===== src/rtl/lcd_pkg.sv =====
// Shared constants, request struct and timing helpers for the HD44780 4-bit text controller.
package lcd_pkg;

    localparam logic [7:0] CMD_FSET      = 8'h28;
    localparam logic [7:0] CMD_ENTRY     = 8'h06;
    localparam logic [7:0] CMD_DISP_ON   = 8'h0C;
    localparam logic [7:0] CMD_CLEAR     = 8'h01;
    localparam logic [7:0] CMD_HOME      = 8'h02;
    localparam logic [7:0] CMD_SET_DDRAM = 8'h80;
    localparam logic [7:0] CHAR_NEWLINE  = 8'h0A;

    localparam logic [63:0] T_PWR_NS   = 64'd15_000_000;
    localparam logic [63:0] T_N3A_NS   = 64'd4_100_000;
    localparam logic [63:0] T_N3B_NS   = 64'd100_000;
    localparam logic [63:0] T_SHORT_NS = 64'd40_000;
    localparam logic [63:0] T_LONG_NS  = 64'd1_640_000;
    localparam logic [63:0] T_E_LOW_NS = 64'd1_000;

    typedef enum logic [2:0] {
        S_PWR_WAIT,
        S_INIT_NIB,
        S_INIT_GAP,
        S_INIT_CMD,
        S_IDLE,
        S_DATA,
        S_CMD
    } ctrl_state_t;

    typedef enum logic [2:0] {
        W_IDLE,
        W_SETUP,
        W_PULSE,
        W_GAP,
        W_WAIT
    } wr_state_t;

    typedef struct packed {
        logic       rs;
        logic [7:0] data;
        logic       long_wait;
        logic       nibble_only;
    } wr_req_t;

    // ceil(t * clk_hz), never below one cycle so counters can always load (n - 1)
    function automatic logic [31:0] delay_cyc(logic [63:0] t_ns, logic [63:0] clk_hz);
        logic [63:0] c;
        c = (t_ns * clk_hz + 64'd999_999_999) / 64'd1_000_000_000;
        if (c == 64'd0) c = 64'd1;
        return c[31:0];
    endfunction

    function automatic logic [6:0] row_base(logic [1:0] row);
        case (row)
            2'd0:    return 7'h00;
            2'd1:    return 7'h40;
            2'd2:    return 7'h14;
            default: return 7'h54;
        endcase
    endfunction

    function automatic logic [7:0] init_cmd(logic [1:0] idx);
        case (idx)
            2'd0:    return CMD_FSET;
            2'd1:    return CMD_ENTRY;
            2'd2:    return CMD_DISP_ON;
            default: return CMD_CLEAR;
        endcase
    endfunction

    function automatic wr_req_t cmd_req(logic [7:0] b);
        wr_req_t r;
        r.rs          = 1'b0;
        r.data        = b;
        r.long_wait   = (b == CMD_CLEAR) || (b == CMD_HOME);
        r.nibble_only = 1'b0;
        return r;
    endfunction

    function automatic wr_req_t data_req(logic [7:0] b);
        wr_req_t r;
        r.rs          = 1'b1;
        r.data        = b;
        r.long_wait   = 1'b0;
        r.nibble_only = 1'b0;
        return r;
    endfunction

    function automatic wr_req_t nib_req(logic [3:0] n);
        wr_req_t r;
        r.rs          = 1'b0;
        r.data        = {4'h0, n};
        r.long_wait   = 1'b0;
        r.nibble_only = 1'b1;
        return r;
    endfunction

endpackage


===== src/rtl/lcd_byte_writer.sv =====
// Drives one byte (two nibbles) or a single init nibble onto the 4-bit LCD bus,
// including setup, E pulse, E-low gap and the post-write execution delay.
module lcd_byte_writer
    import lcd_pkg::*;
#(
    parameter int unsigned CLK_HZ      = 50_000_000,
    parameter int unsigned E_PULSE_CYC = 12
) (
    input  logic       Clock,
    input  logic       Reset,
    input  logic       iStart,
    input  logic       iRS,
    input  logic [7:0] iByte,
    input  logic       iLongWait,
    input  logic       iNibbleOnly,
    output logic       oDone,
    output logic       oLCD_Enabled,
    output logic       oLCD_RegisterSelect,
    output logic [3:0] oLCD_Data
);

    localparam logic [31:0] SETUP_CYC = 32'd2;
    localparam logic [31:0] PULSE_CYC = 32'(E_PULSE_CYC);
    localparam logic [31:0] GAP_CYC   = delay_cyc(T_E_LOW_NS, 64'(CLK_HZ));
    localparam logic [31:0] SHORT_CYC = delay_cyc(T_SHORT_NS, 64'(CLK_HZ));
    localparam logic [31:0] LONG_CYC  = delay_cyc(T_LONG_NS, 64'(CLK_HZ));

    wr_state_t   state;
    logic [31:0] cnt;
    logic [3:0]  low_nib;
    logic        second;
    logic        nib_only;
    logic        long_wait;

    always_ff @(posedge Clock or negedge Reset) begin
        if (!Reset) begin
            state               <= W_IDLE;
            cnt                 <= '0;
            low_nib             <= '0;
            second              <= 1'b0;
            nib_only            <= 1'b0;
            long_wait           <= 1'b0;
            oDone               <= 1'b0;
            oLCD_Enabled        <= 1'b0;
            oLCD_RegisterSelect <= 1'b0;
            oLCD_Data           <= '0;
        end else begin
            oDone <= 1'b0;
            case (state)
                W_IDLE: begin
                    if (iStart) begin
                        oLCD_RegisterSelect <= iRS;
                        oLCD_Data           <= iNibbleOnly ? iByte[3:0] : iByte[7:4];
                        low_nib             <= iByte[3:0];
                        nib_only            <= iNibbleOnly;
                        long_wait           <= iLongWait;
                        second              <= 1'b0;
                        cnt                 <= SETUP_CYC - 32'd1;
                        state               <= W_SETUP;
                    end
                end
                W_SETUP: begin
                    if (cnt == '0) begin
                        oLCD_Enabled <= 1'b1;
                        cnt          <= PULSE_CYC - 32'd1;
                        state        <= W_PULSE;
                    end else begin
                        cnt <= cnt - 32'd1;
                    end
                end
                W_PULSE: begin
                    if (cnt == '0) begin
                        oLCD_Enabled <= 1'b0;
                        // the low nibble goes straight into the execution delay
                        if (second) begin
                            cnt   <= (long_wait ? LONG_CYC : SHORT_CYC) - 32'd1;
                            state <= W_WAIT;
                        end else begin
                            cnt   <= GAP_CYC - 32'd1;
                            state <= W_GAP;
                        end
                    end else begin
                        cnt <= cnt - 32'd1;
                    end
                end
                W_GAP: begin
                    if (cnt == '0) begin
                        if (nib_only) begin
                            oDone <= 1'b1;
                            state <= W_IDLE;
                        end else begin
                            oLCD_Data <= low_nib;
                            second    <= 1'b1;
                            cnt       <= SETUP_CYC - 32'd1;
                            state     <= W_SETUP;
                        end
                    end else begin
                        cnt <= cnt - 32'd1;
                    end
                end
                W_WAIT: begin
                    if (cnt == '0) begin
                        oDone <= 1'b1;
                        state <= W_IDLE;
                    end else begin
                        cnt <= cnt - 32'd1;
                    end
                end
                default: state <= W_IDLE;
            endcase
        end
    end

endmodule


===== src/rtl/lcd_text_ctrl.sv =====
// Character-stream front end for an HD44780 in 4-bit mode: power-on init, FIFO,
// cursor tracking with line wrap, newline and latched clear.
module lcd_text_ctrl
    import lcd_pkg::*;
#(
    parameter int unsigned CLK_HZ      = 50_000_000,
    parameter int unsigned COLS        = 16,
    parameter int unsigned ROWS        = 2,
    parameter int unsigned FIFO_DEPTH  = 16,
    parameter int unsigned E_PULSE_CYC = 12
) (
    input  logic       Clock,
    input  logic       Reset,
    input  logic       iCharValid,
    input  logic [7:0] iChar,
    output logic       oCharReady,
    input  logic       iClear,
    output logic       oInitDone,
    output logic       oBusy,
    output logic       oLCD_Enabled,
    output logic       oLCD_RegisterSelect,
    output logic       oLCD_ReadWrite,
    output logic       oLCD_StrataFlashControl,
    output logic [3:0] oLCD_Data
);

    localparam int unsigned AW = $clog2(FIFO_DEPTH);

    localparam logic [31:0] PWR_CYC   = delay_cyc(T_PWR_NS, 64'(CLK_HZ));
    localparam logic [31:0] N3A_CYC   = delay_cyc(T_N3A_NS, 64'(CLK_HZ));
    localparam logic [31:0] N3B_CYC   = delay_cyc(T_N3B_NS, 64'(CLK_HZ));
    localparam logic [31:0] SHORT_CYC = delay_cyc(T_SHORT_NS, 64'(CLK_HZ));
    // start, writer pickup and 2-cycle setup are absorbed so E first rises PWR_CYC edges after release
    localparam logic [31:0] PWR_LOAD  = (PWR_CYC > 32'd4) ? PWR_CYC - 32'd4 : 32'd0;

    // Character FIFO
    logic [7:0]  mem [FIFO_DEPTH];
    logic [AW:0] wr_ptr;
    logic [AW:0] rd_ptr;
    logic        empty;
    logic        full;
    logic        push;
    logic        pop;
    logic [7:0]  head;

    ctrl_state_t state;
    logic [31:0] cnt;
    logic [1:0]  step;
    logic [1:0]  row;
    logic [5:0]  col;
    logic        clear_latch;
    logic        start;
    wr_req_t     req;
    logic        done;

    assign empty      = (wr_ptr == rd_ptr);
    assign full       = (wr_ptr[AW] != rd_ptr[AW]) && (wr_ptr[AW-1:0] == rd_ptr[AW-1:0]);
    assign oCharReady = oInitDone && !full;
    assign push       = iCharValid && oCharReady;
    assign pop        = (state == S_IDLE) && !clear_latch && !empty;
    assign head       = mem[rd_ptr[AW-1:0]];

    assign oBusy                   = !((state == S_IDLE) && empty && !clear_latch);
    assign oLCD_ReadWrite          = 1'b0;
    assign oLCD_StrataFlashControl = 1'b1;

    function automatic logic [1:0] next_row(logic [1:0] r);
        return (r == 2'(ROWS - 1)) ? 2'd0 : r + 2'd1;
    endfunction

    function automatic logic [31:0] nib_wait(logic [1:0] idx);
        case (idx)
            2'd0:    return N3A_CYC;
            2'd1:    return N3B_CYC;
            default: return SHORT_CYC;
        endcase
    endfunction

    always_ff @(posedge Clock) begin
        if (push) mem[wr_ptr[AW-1:0]] <= iChar;
    end

    always_ff @(posedge Clock or negedge Reset) begin
        if (!Reset) begin
            wr_ptr <= '0;
            rd_ptr <= '0;
        end else begin
            if (push) wr_ptr <= wr_ptr + (AW+1)'(1);
            if (pop)  rd_ptr <= rd_ptr + (AW+1)'(1);
        end
    end

    always_ff @(posedge Clock or negedge Reset) begin
        if (!Reset) begin
            state       <= S_PWR_WAIT;
            cnt         <= PWR_LOAD;
            step        <= '0;
            row         <= '0;
            col         <= '0;
            clear_latch <= 1'b0;
            start       <= 1'b0;
            req         <= '0;
            oInitDone   <= 1'b0;
        end else begin
            start <= 1'b0;
            if (iClear) clear_latch <= 1'b1;
            case (state)
                S_PWR_WAIT: begin
                    if (cnt == '0) begin
                        req   <= nib_req(4'h3);
                        start <= 1'b1;
                        step  <= '0;
                        state <= S_INIT_NIB;
                    end else begin
                        cnt <= cnt - 32'd1;
                    end
                end
                S_INIT_NIB: begin
                    if (done) begin
                        cnt   <= nib_wait(step) - 32'd1;
                        state <= S_INIT_GAP;
                    end
                end
                S_INIT_GAP: begin
                    if (cnt == '0) begin
                        start <= 1'b1;
                        if (step == 2'd3) begin
                            step  <= '0;
                            req   <= cmd_req(init_cmd(2'd0));
                            state <= S_INIT_CMD;
                        end else begin
                            step  <= step + 2'd1;
                            req   <= nib_req((step == 2'd2) ? 4'h2 : 4'h3);
                            state <= S_INIT_NIB;
                        end
                    end else begin
                        cnt <= cnt - 32'd1;
                    end
                end
                S_INIT_CMD: begin
                    if (done) begin
                        if (step == 2'd3) begin
                            oInitDone <= 1'b1;
                            state     <= S_IDLE;
                        end else begin
                            step  <= step + 2'd1;
                            req   <= cmd_req(init_cmd(step + 2'd1));
                            start <= 1'b1;
                        end
                    end
                end
                S_IDLE: begin
                    if (clear_latch) begin
                        // a clear arriving in this very cycle stays latched for the next pass
                        clear_latch <= iClear;
                        row         <= '0;
                        col         <= '0;
                        req         <= cmd_req(CMD_CLEAR);
                        start       <= 1'b1;
                        state       <= S_CMD;
                    end else if (!empty) begin
                        start <= 1'b1;
                        if (head == CHAR_NEWLINE) begin
                            row   <= next_row(row);
                            col   <= '0;
                            req   <= cmd_req(CMD_SET_DDRAM | {1'b0, row_base(next_row(row))});
                            state <= S_CMD;
                        end else begin
                            req   <= data_req(head);
                            state <= S_DATA;
                        end
                    end
                end
                S_DATA: begin
                    if (done) begin
                        if (col == 6'(COLS - 1)) begin
                            col   <= '0;
                            row   <= next_row(row);
                            req   <= cmd_req(CMD_SET_DDRAM | {1'b0, row_base(next_row(row))});
                            start <= 1'b1;
                            state <= S_CMD;
                        end else begin
                            col   <= col + 6'd1;
                            state <= S_IDLE;
                        end
                    end
                end
                S_CMD: begin
                    if (done) state <= S_IDLE;
                end
                default: state <= S_IDLE;
            endcase
        end
    end

    lcd_byte_writer #(
        .CLK_HZ      (CLK_HZ),
        .E_PULSE_CYC (E_PULSE_CYC)
    ) u_writer (
        .Clock               (Clock),
        .Reset               (Reset),
        .iStart              (start),
        .iRS                 (req.rs),
        .iByte               (req.data),
        .iLongWait           (req.long_wait),
        .iNibbleOnly         (req.nibble_only),
        .oDone               (done),
        .oLCD_Enabled        (oLCD_Enabled),
        .oLCD_RegisterSelect (oLCD_RegisterSelect),
        .oLCD_Data           (oLCD_Data)
    );

endmodule


===== config.mk =====
export PLATFORM = sky130hd
export DESIGN_NAME = lcd_text_ctrl
export DESIGN_NICKNAME = d
export VERILOG_FILES = /design/src/rtl/lcd_pkg.sv /design/src/rtl/lcd_byte_writer.sv /design/src/rtl/lcd_text_ctrl.sv
export SDC_FILE = /design/constraint.sdc
export NUM_CORES = 1
export LEC_CHECK = 0
export CORE_ASPECT_RATIO = 1.4
export CORE_MARGIN = 2
export CORE_UTILIZATION = 51
export CTS_CLUSTER_DIAMETER = 150
export DETAILED_ROUTE_END_ITERATION = 7
export DONT_BUFFER_PORTS = 1
export GPL_ROUTABILITY_DRIVEN = 0
export PLACE_DENSITY_LB_ADDON = 0.25
export SYNTH_ARGS = -nofsm -noshare
export SYNTH_HDL_FRONTEND = slang
export SYNTH_SLANG_ARGS = --single-unit

===== constraint.sdc =====
create_clock -name Clock -period 3.05 [get_ports Clock]
set_clock_uncertainty 0.2 [all_clocks]
set_input_delay 0.915 -clock Clock [delete_from_list [all_inputs] [get_ports Clock]]
set_output_delay 0.915 -clock Clock [all_outputs]
set_load 0.01 [all_outputs]

==> run_results.csv, run 1 <==
group,metric,value,unit
outcome,status,"finished, violations left",
outcome,violations,"hold timing, setup timing",
floorplan,die_w,133,microns
synthesis,yosysUniqueCellTypes,75,
power_and_ir_drop,seq_power_share,0.546,
flow_run,cap_viol_max_count,0,
timing,setup_viol,1,
final_layout,final_cell_mix,"128 x edfxtp_1, 114 x nand2_1, 104 x dfrtp_1, 81 x nor2_1, 71 x buf_4",
synthesis,synth-adder-area-share,0.0170,
route,drc_errors,0,
final_layout,drive_gt1_frac,0.198,
final_layout,synthToLayoutAreaGrowth,15.3,%
synthesis,synth_cells,1024,
setup_path,worstPathRequired,3.26,ns
setup_path,worst-path-max-fanout,6,
floorplan,ioPinCount,23,
power_and_ir_drop,power_frac_clock,0.454,
route,ant_nets,0,
timing,worst_slew_pin_slew,0.596,ns
synthesis,synth.yosys.seq_area_share,0.578,
route,met3WireLength,785,microns
power_and_ir_drop,p_switching,1.27,mW
power_and_ir_drop,internal_power,5.14,mW
final_layout,fin_area,13600,sq um
floorplan,rows,65,
place,dpl.hpwl,18000,microns
timing,fmax,325,MHz
synthesis,muxShareOfSynthArea,0.0751,
setup_path,worst_ep_arrival_time,3.28,ns
route,dr_wl_met2,14500,microns
synthesis,netlist_area,11800,sq um
synthesis,syn_area_per_cell,11.5,sq um
synthesis,async_flop_share,0.480,
setup_path,crit_path_cell_trace,"or4_4 > or4b_4 > nor4_4 > a31o_2 > a221o_2 > buf_12 > nor3_1 > xnor2_1 > nor2_1",
synthesis,synth_top_family_by_area,"simple AND/OR/NAND/NOR gates",
hold_path,worstHoldPathType,"in -> async",
timing,relSlewSlack,0.602,
clock_network,insertion_delay,0.54,ns
floorplan,design.die.area,24400,sq um
timing,fin_crit_sh,1.01,
floorplan,coreArea,22600,sq um
route,met1Wirelength,10500,microns
timing,rsz0062_at_grt,"true",
floorplan,initial_core_util,0.522,
setup_path,slowest_stage,"or4_4",
global_route,track_usage,0.218,
power_and_ir_drop,irDropWorstVdd,601,uV
global_route,grt_overflow,0,
final_layout,utilization,0.601,
timing,fin_ws,-0.0223,ns
clock_network,cts.clk_slew.worst_paths,0.06,ns
synthesis,synth_edf_count,128,
place,io_buffers,0,
route,firstDrtPassIters,7,
final_layout,fillers,1847,
clock_network,cts_tree,"done",
global_route,antenna_found_initial,0,
synthesis,yosys.area.top_type,"edfxtp_1",
route,wire_per_inst,18.8,microns
power_and_ir_drop,swShare,0.198,
clock_network,cts_made_buffers,25,
setup_path,path_class,"reg -> reg",
place,dpl_cell_area,12500,sq um
clock_network,htreeDepth,1,
timing,min_period,3.07,ns
final_layout,final_common_cell,"edfxtp_1",
final_layout,antenna_cells,0,
synthesis,syn_nets,1052,
setup_path,max_stage_delay,0.55,ns
route,post_drt_via_cell_ratio,5.79,
final_layout,num-nets-final,1112,
setup_path,startpoint_type,"flop",
timing,hold_ws,-0.132,ns
clock_network,clock-sinks,246,
floorplan,die_height,184,microns
synthesis,yosysWarnings,0,
route,dr_total_vias,8124,
synthesis,ys.flop_type,"edfxtp_1",
power_and_ir_drop,total_leakage_power,5.21,nW
setup_path,endpoint_kind,"flop",
synthesis,synth_top_area_frac,0.326,
power_and_ir_drop,power.density,472,nW/um^2
global_route,grt_start_max_net_pins,119,
clock_network,root_buffer,"clkbuf_16",
clock_network,cts_buffer_depth,3,
route,drt_iter0_markers,507,
timing,final_max_slew_viol_count,0,
synthesis,synth-seq-cells,246,
power_and_ir_drop,comb_power_share,0,
synthesis,synth_area_leaders,"edfxtp_1 33%, dfrtp_1 23%, nand2_1 3.7%, mux2i_1 3.3%, mux4_2 3.2%",
timing,finalHoldViolations,107,
synthesis,synth_compound_area_frac,0.110,
synthesis,synth-xor-area-share,0.0342,
global_route,grt_pass1_vias,8145,
global_route,grt_pass1_wl,42400,microns
route,highest_layer,"met4",
route,routed_wl,26400,microns
synthesis,synthSimpleGateAreaFrac,0.158,
power_and_ir_drop,power.total,6.41,mW
## path summary, 6_finish.rpt
kind / startpoint / to / slack, ns / depth (start not counted)
max: u_writer.cnt[19] / u_writer.cnt[13] / -0.02 / 9
min in group Clock: iChar[4] / mem[3][4] / 0.27 / 0
min reg2reg: req[10] / req[10] / 0.28 / 2
min: Reset / u_writer.cnt[4] / -0.13 / 0
max in group asynchronous: Reset / cnt[12] / 2.48 / 0
max reg2reg: u_writer.cnt[19] / u_writer.cnt[13] / -0.02 / 9
## registers in the layout (all words and copies together) (netlist names), 5 cells and up
register and flops:
mem 128, req 11, cnt 32, rd_ptr 5, wr_ptr 5, u_writer.cnt 32
col 6
## cells in the mapped netlist, types with 6 or more instances
master and count:
edfxtp_1 128, nand2_1 117, dfrtp_1 107, nor2_1 87, o21ai_0 67, a21oi_1 44, mux2i_1 39, xor2_1 31
clkbuf_1 28, nor3_1 28, nand3_1 26, a22oi_1 23, and2_1 20, mux4_2 17, ha_1 16, nand2b_1 16
xnor2_1 15, inv_1 14, nand4_1 14, nor4_1 14, dfstp_2 11, or3_1 11, mux2_2 10, nor2b_1 10
a31oi_1 8, buf_2 8, and3_1 6, buf_6 6, o22ai_1 6, o31ai_1 6, or2_2 6
## critical path, delay by kind of cell, from the launching register on
| kind | cells | cell delay, ns |
|---|---|---|
| DFF | 1 | 0.38 |
| AOI/OAI and AO/OA | 2 | 0.50 |
| xor gates and xnor gates | 1 | 0.15 |
| buffers and inverters | 1 | 0.14 |
| and+or+nand+nor | 5 | 1.59 |
## power by group through the flow
stage	sequential (mW)	combinational, mW	clock (mW)
6_report	3.50	0.00132	2.91
3_5_place_dp	3.57	0.00128	0
3_3_place_gp	3.57	0.00128	0
5_1_grt	3.50	0.00146	3.10
4_1_cts	3.50	0.00128	2.97
2_1_floorplan	3.57	0.00318	0
## per-stage QoR
step | worst slack (ns) | setup TNS, ns | hold slack (ns) | cells
2_1_floorplan | 0.00753 | 0 | 0.244 | 1024
3_3_place_gp | -0.0886 | -0.0886 | 0.261 | 1348
3_5_place_dp | -0.126 | -0.254 | 0.273 | 1348
4_1_cts | 0.00383 | 0 | -0.148 | 1397
5_1_grt | -0.146 | -1.56 | -0.146 | 1404
6_report | -0.0223 | -0.0223 | -0.132 | 1404
## area by class of cell
class | count | area, sq um | share of cell area
clock buffer | 32 | 672 | 0.0494
inverter | 14 | 52.6 | 0.00387
multi-input combinational | 713 | 4820 | 0.355
sequential | 246 | 6810 | 0.501
clock inverter | 14 | 101 | 0.00746
tap | 301 | 377 | 0.0277
timing repair buffer | 84 | 754 | 0.0555
## kinds of logic after synthesis
logic type / count (synthesis)
compound gates: 204
xor+xnor: 46
fa+ha+maj: 16
buf+inv: 66
flops: 246
mux: 66
other cells: 2
simple gates: 378
## metal layers
layer  vias to the layer above  track usage
li1                       3874            -
met1                      4041        0.255
met2                       153        0.415
met3                        56       0.0248
met4                         0       0.0688
met5                         -            0
## what timing repair did
action | CTS | global route
gates resized for setup | 10 | 34
endpoints found under the hold margin | 107 | 107
gates cloned | 0 | 2
endpoints found under the setup margin | 19 | 48
pin swaps | 1 | 13
buffers inserted | 3 | 7
Note: power is estimated with default switching activity, not from simulation.
==> run 2, diff against run 1 <==
==> constraint.sdc (replaced) <==
create_clock -name Clock -period 3.05 [get_ports Clock]
set_clock_uncertainty 0.2 [all_clocks]
set_input_delay 0.915 -clock Clock [delete_from_list [all_inputs] [get_ports Clock]]
set_output_delay 0.915 -clock Clock [all_outputs]
set_load 0.1 [all_outputs]
==> run_results.csv, run 2 (synthesized netlist as in run 1, its figures left out) <==
group,metric,value,unit
outcome,status,"finished, violations left",
outcome,violations,"hold timing, setup timing",
clock_network,cts_made_buffers,25,
final_layout,utilization,0.619,
floorplan,die_w,133,microns
timing,relSlewSlack,0.368,
place,dpl.hpwl,18200,microns
final_layout,final_common_cell,"edfxtp_1",
timing,fin_crit_sh,1.01,
final_layout,largest_reg_flops,128,
setup_path,crit_path_cell_trace,"or4_4 > or4b_4 > nor4_4 > buf_4 > buf_6 > a221oi_4 > buf_6 > nand4_1 > xor2_1 > nor2_1",
final_layout,antenna_cells,0,
clock_network,cts_tree,"done",
route,dr_total_vias,8274,
flow_run,cap_viol_max_count,0,
route,wire_per_inst,18.6,microns
global_route,grt_overflow,0,
floorplan,ioPinCount,23,
setup_path,path_common_cell,"buf_6",
route,drc_errors,0,
timing,final_max_slew_viol_count,0,
setup_path,slowest_stage,"or4_4",
global_route,track_usage,0.220,
clock_network,root_buffer,"clkbuf_16",
timing,finalHoldViolations,107,
timing,hold_ws,-0.131,ns
floorplan,initial_core_util,0.522,
floorplan,die_height,184,microns
setup_path,endpoint_kind,"flop",
place,dp_cells,1361,
route,ant_nets,0,
clock_network,clock-sinks,246,
power_and_ir_drop,total_leakage_power,5.37,nW
global_route,grt_start_max_net_pins,119,
power_and_ir_drop,power.density,470,nW/um^2
setup_path,path_class,"reg -> reg",
clock_network,cts_buffer_depth,3,
power_and_ir_drop,irDropWorstVdd,583,uV
timing,worst_slew_pin_slew,0.948,ns
route,routed_wl,26700,microns
setup_path,cp_top_family,"simple AND/OR/NAND/NOR gates",
global_route,grt_pass1_wl,42800,microns
route,firstDrtPassIters,7,
setup_path,max_stage_delay,0.55,ns
clock_network,htreeDepth,1,
power_and_ir_drop,power.total,6.58,mW
setup_path,critPathBufInv,3,
place,pre_cts_slack,-0.146,ns
timing,setup_viol,1,
final_layout,num-nets-final,1141,
floorplan,coreArea,22600,sq um
floorplan,design.die.area,24400,sq um
route,post_drt_via_cell_ratio,5.78,
route,drt_iter0_markers,468,
final_layout,drive_gt1_frac,0.231,
setup_path,regToRegSetupSlack,-0.03,ns
place,io_buffers,0,
hold_path,worstHoldPathType,"in -> async",
setup_path,worstPathRequired,3.27,ns
final_layout,instances_no_fill,1432,
setup_path,worst-path-max-fanout,6,
final_layout,synthToLayoutAreaGrowth,18.7,%
clock_network,cts.clk_slew.worst_paths,0.06,ns
global_route,antenna_found_initial,0,
setup_path,startpoint_type,"flop",
clock_network,insertion_delay,0.53,ns
floorplan,rows,65,
global_route,grt_pass1_vias,8475,
timing,min_period,3.08,ns
timing,fin_ws,-0.0262,ns
timing,rsz0062_at_grt,"true",
timing,finalSetupTns,-0.0262,ns
setup_path,worst_ep_arrival_time,3.30,ns
final_layout,final_cell_mix,"128 x edfxtp_1, 113 x nand2_1, 102 x dfrtp_1, 98 x buf_4, 83 x nor2_1",
timing,fmax,325,MHz
## run 2: cell type report
| type | instances | area (sq um) |
|---|---|---|
| Fill cell | 1845 | 8620 |
| Clock buffer | 27 | 633 |
| Multi-Input combinational cell | 714 | 4930 |
| Sequential cell | 246 | 6820 |
| Timing Repair Buffer | 112 | 993 |
| Inverter | 14 | 52.6 |
| Tap cell | 301 | 377 |
| Clock inverter | 18 | 190 |
## run 2: layer usage
metal  up-vias  routed length (microns)  track usage
met3        64                     1050       0.0295
met1      4084                    10000        0.243
met5         -                        0            0
met4         0                      826       0.0723
li1       3939                        -            -
met2       187                    14800        0.432
## run 2: final timing paths
kind / startpoint / to / cells past startpoint
setup / recovery: u_writer.cnt[19] / u_writer.cnt[22] / 10
hold / removal: Reset / u_writer.cnt[30] / 0
setup reg to reg: u_writer.cnt[19] / u_writer.cnt[22] / 10
hold reg to reg: u_writer.oLCD_Data[2] / u_writer.oLCD_Data[2] / 2
max in group asynchronous: Reset / cnt[8] / 0
min in group Clock: iChar[2] / mem[5][2] / 0
## run 2: through the flow
| stage | hold WS, ns | area [sq um] |
|---|---|---|
| 6_report | -0.131 | 14000 |
| 3_3_place_gp | 0.269 | 12700 |
| 4_1_cts | -0.145 | 13700 |
| 3_5_place_dp | 0.272 | 12700 |
| 2_1_floorplan | 0.244 | 11800 |
| 5_1_grt | -0.146 | 14000 |
## run 2: repair_timing
item / 4_1_cts / 5_1_grt
setup buffers: 6 / 18
setup endpoints to repair: 19 / 60
pin swaps: 3 / 20
hold endpoints to repair: 107 / 107
cloned: 1 / 2
gates resized for setup: 12 / 42
## run 2: report_power, final
group	internal, mW	switching [mW]
logic	0.000213	0.0107
clock network	1.77	1.30
registers	3.50	0
